**src/rtl/instr_controller_if.sv**
```systemverilog
// Control bus between the instruction controller and the CPU datapath.
//   opcode/zero : instruction-register opcode and accumulator-zero flag (to controller)
//   sel..halt   : datapath enables decoded by the controller
//   phase       : current controller phase, for debug
// master = controller side, slave = datapath side.
interface instr_controller_if;
  logic [2:0] opcode;
  logic       zero;
  logic       sel;
  logic       rd;
  logic       wr;
  logic       ld_ir;
  logic       ld_ac;
  logic       inc_pc;
  logic       ld_pc;
  logic       data_e;
  logic       halt;
  logic [2:0] phase;

  modport master (
    input  opcode, zero,
    output sel, rd, wr, ld_ir, ld_ac, inc_pc, ld_pc, data_e, halt, phase
  );

  modport slave (
    output opcode, zero,
    input  sel, rd, wr, ld_ir, ld_ac, inc_pc, ld_pc, data_e, halt, phase
  );
endinterface

```
**src/rtl/instr_controller.sv**
```systemverilog
// Eight-phase instruction sequencer for a simple accumulator CPU.
// A free-running 3-bit phase counter walks fetch (PH0-PH3) and execute
// (PH4-PH7); all datapath enables are decoded combinationally from phase,
// opcode, zero and the halted flag. HLT seen in PH4 freezes the sequencer
// until reset.
//   clk   : rising-edge clock
//   rst_n : asynchronous active-low reset
//   bus   : control bus (master side), see instr_controller_if
module instr_controller (
  input  logic                clk,
  input  logic                rst_n,
  instr_controller_if.master  bus
);

  typedef enum logic [2:0] {
    PH0_INST_ADDR  = 3'd0,
    PH1_INST_FETCH = 3'd1,
    PH2_INST_LOAD  = 3'd2,
    PH3_IDLE       = 3'd3,
    PH4_OP_ADDR    = 3'd4,
    PH5_OP_FETCH   = 3'd5,
    PH6_ALU_OP     = 3'd6,
    PH7_STORE      = 3'd7
  } phase_e;

  localparam logic [2:0] OP_HLT = 3'd0;
  localparam logic [2:0] OP_SKZ = 3'd1;
  localparam logic [2:0] OP_ADD = 3'd2;
  localparam logic [2:0] OP_AND = 3'd3;
  localparam logic [2:0] OP_XOR = 3'd4;
  localparam logic [2:0] OP_LDA = 3'd5;
  localparam logic [2:0] OP_STO = 3'd6;
  localparam logic [2:0] OP_JMP = 3'd7;

  phase_e phase_q, phase_d;
  logic   halted_q, halted_d;
  logic   hlt_now;
  logic   alu_op;
  logic   sel, rd, wr, ld_ir, ld_ac, inc_pc, ld_pc, data_e, halt;

  // HLT is only acted on at the end of PH4; that edge sets halted and
  // leaves the phase parked at 4.
  assign hlt_now = (phase_q == PH4_OP_ADDR) && (bus.opcode == OP_HLT);
  assign alu_op  = (bus.opcode == OP_ADD) || (bus.opcode == OP_AND) ||
                   (bus.opcode == OP_XOR) || (bus.opcode == OP_LDA);

  always_comb begin
    halted_d = halted_q | hlt_now;
    phase_d  = phase_q;
    if (!halted_q && !hlt_now) phase_d = phase_e'(phase_q + 3'd1);
  end

  always_ff @(posedge clk or negedge rst_n) begin
    if (!rst_n) begin
      phase_q  <= PH0_INST_ADDR;
      halted_q <= 1'b0;
    end else begin
      phase_q  <= phase_d;
      halted_q <= halted_d;
    end
  end

  always_comb begin
    sel    = 1'b0;
    rd     = 1'b0;
    wr     = 1'b0;
    ld_ir  = 1'b0;
    ld_ac  = 1'b0;
    inc_pc = 1'b0;
    ld_pc  = 1'b0;
    data_e = 1'b0;
    halt   = 1'b0;
    if (halted_q) begin
      // Everything quiet except halt; opcode and zero are ignored.
      halt = 1'b1;
    end else begin
      case (phase_q)
        PH0_INST_ADDR:  sel = 1'b1;
        PH1_INST_FETCH: begin sel = 1'b1; rd = 1'b1; end
        PH2_INST_LOAD,
        PH3_IDLE:       begin sel = 1'b1; rd = 1'b1; ld_ir = 1'b1; end
        PH4_OP_ADDR: begin
          inc_pc = (bus.opcode != OP_HLT);
          halt   = (bus.opcode == OP_HLT);
        end
        PH5_OP_FETCH:   rd = alu_op;
        PH6_ALU_OP: begin
          rd     = alu_op;
          inc_pc = (bus.opcode == OP_SKZ) && bus.zero;
          ld_pc  = (bus.opcode == OP_JMP);
          data_e = (bus.opcode == OP_STO);
        end
        PH7_STORE: begin
          rd     = alu_op;
          ld_ac  = alu_op;
          inc_pc = (bus.opcode == OP_JMP);
          ld_pc  = (bus.opcode == OP_JMP);
          wr     = (bus.opcode == OP_STO);
          data_e = (bus.opcode == OP_STO);
        end
        default: ;
      endcase
    end
  end

  assign bus.sel    = sel;
  assign bus.rd     = rd;
  assign bus.wr     = wr;
  assign bus.ld_ir  = ld_ir;
  assign bus.ld_ac  = ld_ac;
  assign bus.inc_pc = inc_pc;
  assign bus.ld_pc  = ld_pc;
  assign bus.data_e = data_e;
  assign bus.halt   = halt;
  assign bus.phase  = phase_q;

endmodule
```
**src/flat_wrapper.sv**
```systemverilog
// flat-port wrapper written by rule: the top's interface ports become plain ports
module instr_controller_flat 
  (clk, rst_n, bus_opcode, bus_zero, bus_sel, bus_rd, bus_wr, bus_ld_ir, bus_ld_ac, bus_inc_pc, bus_ld_pc, bus_data_e, bus_halt, bus_phase);
  instr_controller_if bus_i ();
  input  logic clk;
  input  logic rst_n;
  input wire logic [$bits(bus_i.opcode)-1:0] bus_opcode;
  input wire logic [$bits(bus_i.zero)-1:0] bus_zero;
  output wire logic [$bits(bus_i.sel)-1:0] bus_sel;
  output wire logic [$bits(bus_i.rd)-1:0] bus_rd;
  output wire logic [$bits(bus_i.wr)-1:0] bus_wr;
  output wire logic [$bits(bus_i.ld_ir)-1:0] bus_ld_ir;
  output wire logic [$bits(bus_i.ld_ac)-1:0] bus_ld_ac;
  output wire logic [$bits(bus_i.inc_pc)-1:0] bus_inc_pc;
  output wire logic [$bits(bus_i.ld_pc)-1:0] bus_ld_pc;
  output wire logic [$bits(bus_i.data_e)-1:0] bus_data_e;
  output wire logic [$bits(bus_i.halt)-1:0] bus_halt;
  output wire logic [$bits(bus_i.phase)-1:0] bus_phase;
  assign bus_i.opcode = bus_opcode;
  assign bus_i.zero = bus_zero;
  assign bus_sel = bus_i.sel;
  assign bus_rd = bus_i.rd;
  assign bus_wr = bus_i.wr;
  assign bus_ld_ir = bus_i.ld_ir;
  assign bus_ld_ac = bus_i.ld_ac;
  assign bus_inc_pc = bus_i.inc_pc;
  assign bus_ld_pc = bus_i.ld_pc;
  assign bus_data_e = bus_i.data_e;
  assign bus_halt = bus_i.halt;
  assign bus_phase = bus_i.phase;
  instr_controller u_core (.clk(clk), .rst_n(rst_n), .bus(bus_i));
endmodule
```
**config.mk**
```make
export PLATFORM = sky130hd
export DESIGN_NAME = instr_controller_flat
export DESIGN_NICKNAME = d
export VERILOG_FILES = /design/src/rtl/instr_controller_if.sv /design/src/rtl/instr_controller.sv /design/src/flat_wrapper.sv
export SDC_FILE = /design/constraint.sdc
export NUM_CORES = 1
export LEC_CHECK = 0
export CORE_AREA = 2 2 39 41
export DETAILED_ROUTE_END_ITERATION = 10
export DIE_AREA = 0 0 41 43
export SLEW_MARGIN = 10
export SYNTH_ARGS = -nofsm -noshare
export SYNTH_HDL_FRONTEND = slang
export SYNTH_SLANG_ARGS = --single-unit
```
**constraint.sdc**
```tcl
create_clock -name clk -period 1.8 [get_ports clk]
set_clock_uncertainty 0.1 [all_clocks]
set_input_delay 0.36 -clock clk [delete_from_list [all_inputs] [get_ports clk]]
set_output_delay 0.36 -clock clk [all_outputs]
set_load 0.01 [all_outputs]
```
==> results.ini <==
[status]
outcome=complete, but fails checks
violations=negative setup slack

[worst_setup_path]
endpoint_kind=output pin
cp-start-kind=register
cpPeakStageDelay_ns=0.36
required_ns=1.34
critPathKind=reg2out
crit_fanout=4
cp_cell_sequence=buf_6 -> inv_4 -> buf_4 -> ha_4 -> nor3_2 -> o221a_1 -> nor2_1 -> buf_2
cp.arrival_ns=1.55
cpMaxStageDelayCell=dfrtp_1

[yosys]
syn_nets=55
yosysWarnings=0
yosysSeqAreaShare_pct=26.23
syn_area_sq_um=381.6
synthCells=43
synth_cell_type_count=20
syn_avg_cell_area_sq_um=8.875
ys_ff_latch=4

[timing]
finalSetupViolations=5
fin_crit_ns=2.006
finalHoldViolations=0
final_max_slew_viol_count=0
whs_ns=0.2269
fin_crit_sh_pct=111.5
clock.fmax_ghz=0.4984
grt_setup_unrepaired=true
tightest_slew_ns=0.3644
fin_ws_ns=-0.2064
max-slew-margin-rel_pct=75.71

[floorplanning]
start_util_pct=27.58
die_w_microns=41
coreArea_sq_um=1384
ioPinCount=18
dieArea_sq_um=1763
dieHeight_microns=43
rows=14

[power_and_ir_drop]
clkPwrFrac_pct=8.1
power_per_cell_area_nw_per_um2=1664
p_total_mw=1.383
p_int_mw=0.8655
irDropWorstVdd_uv=842.3
power_frac_seq_pct=14.3
leakage_nw=0.4101
switching_share_pct=37.41
switching_power_mw=0.5173
combPwrFrac_pct=77.6

[finish]
drive_above_1_share_pct=57.47
num_antenna_cells=0
nNetsFinal=101
syn_to_final_growth_pct=117.7
layout_commonest_cell=buf_4
final_cell_mix=22 x buf_4, 6 x buf_2, 5 x nor2_1, 5 x dlygate4sd2_1, 4 x dfrtp_1
utilization_pct=60.04
fill_cells=130

[grt]
grt_pass1_wl_microns=1856
grt_pass1_vias=481
grt_max_degree=8
grt_use_met3_pct=4.712
overflow=0
busiest_layer=met2
met1_usage_pct=15.96
grtUsageTotal_pct=15.63
grtUsageMet2_pct=25.62
grt_antenna_before_repair=0

[clock_network]
clock_latency_ns=0.24
cts_tree=built
holdBufCountCts=0
cts_sinks=4
root_buffer=clkbuf_4
clockBufferDepth=2
htree_levels=1
clk_pin_slew_worst_paths_ns=0.04
cts_made_buffers=3

[placed_design]
dp_worst_setup_slack_ns=-0.7131
dp_hpwl_microns=828.7
gp_congestion=0.6964
port_buffers=17

[detailed_routing]
wire_per_inst_microns=10.83
routed_via_density=4.641
vias=478
remaining_drc_errors=0
drt_wl_total_microns=1115
drtAntennaViolNets=0
drt_first_iter_violations=1
first_pass_iters=4

[worst_hold_path]
hold_path.class=in2async

[flow_run]
max_cap_viol_count=0

[state kept, by name (all words and copies together) (netlist names)]
register,flops
u_core.halted_q,1
u_core.bus.phase,3
[worst max-delay path: cells and delay by family, from the launching register on]
kind | cells | cell delay (ns)
compound gates | 1 | 0.19
simple gates | 2 | 0.18
flops | 1 | 0.36
fa+ha+maj | 1 | 0.15
buf+inv | 4 | 0.44
[metal layers]
layer  part of all wire [%]  vias to the layer above
met5                      0                        -
met4                    1.3                        0
met3                     10                        2
met2                     52                       18
met1                     36                      219
li1                       -                      239
[synth_stat cells, drive strengths merged]
cell type,count,area (sq um)
nand3,1,5.000
nand2,2,7.510
o22ai,1,6.260
nand2b,1,6.260
nor2b,1,6.260
and3,1,6.260
ha,6,75.07
mux2,1,15.01
o21ai,4,20.02
inv,5,18.77
nor4b,1,23.77
dfrtp,4,100.1
a21oi,2,13.76
nor2,5,18.77
o221a,1,11.26
xnor2,2,17.52
nor3,4,20.02
nor4bb,1,10.01
[kinds of logic after synthesis]
kind of cell / share of synthesized area [%]
simple gates: 27.22
compound gates: 13.44
fa+ha+maj: 19.67
buf+inv: 4.919
flops: 26.23
xor+xnor: 4.591
mux: 3.933
[power groups by stage]
stage          clock [mW]  combinational (mW)  sequential [mW]
6_report            0.111                1.07            0.198
5_1_grt             0.124                1.19            0.210
2_1_floorplan           0               0.336            0.226
3_3_place_gp            0               0.862            0.194
4_1_cts             0.117                1.04            0.200
3_5_place_dp            0               0.869            0.195
[worst paths after layout]
kind | depth (start not counted) | slack [ns] | from | to
max in group asynchronous | 1 | 1.20 | rst_n | u_core.bus.phase[0]$_DFFE_PN0P_
worst max register to register | 7 | 0.06 | u_core.bus.phase[0]$_DFFE_PN0P_ | u_core.bus.phase[1]$_DFFE_PN0P_
min in group clk | 2 | 0.55 | u_core.bus.phase[1]$_DFFE_PN0P_ | u_core.bus.phase[1]$_DFFE_PN0P_
worst max-delay path | 8 | -0.21 | u_core.bus.phase[1]$_DFFE_PN0P_ | bus_rd
worst min register to register | 2 | 0.55 | u_core.bus.phase[1]$_DFFE_PN0P_ | u_core.bus.phase[1]$_DFFE_PN0P_
worst min-delay path | 1 | 0.23 | rst_n | u_core.halted_q$_DFF_PN0_
[cell type report]
class / instances / area [sq um] / share of cell area, %
Sequential cell: 4 / 100.1 / 12.05
Timing Repair Buffer: 41 / 326.6 / 39.31
Tap cell: 16 / 20.02 / 2.410
Multi-Input combinational cell: 34 / 340.3 / 40.96
Inverter: 5 / 21.27 / 2.560
Clock buffer: 3 / 22.52 / 2.711
[metrics by stage]
step	instance area (sq um)	instances	TNS [ns]
2_1_floorplan	381.6	43	0
3_3_place_gp	691.9	92	-4.447
3_5_place_dp	691.9	92	-4.711
4_1_cts	802.0	102	-1.276
5_1_grt	830.8	103	-1.707
6_report	830.8	103	-0.9519
[timing repair]
action                     4_1_cts  5_1_grt
setup endpoints to repair       11       11
buffers inserted                 7        3
gates resized for setup         52        5
pin swaps                        6        2
Power figures use the tool's default switching activity.
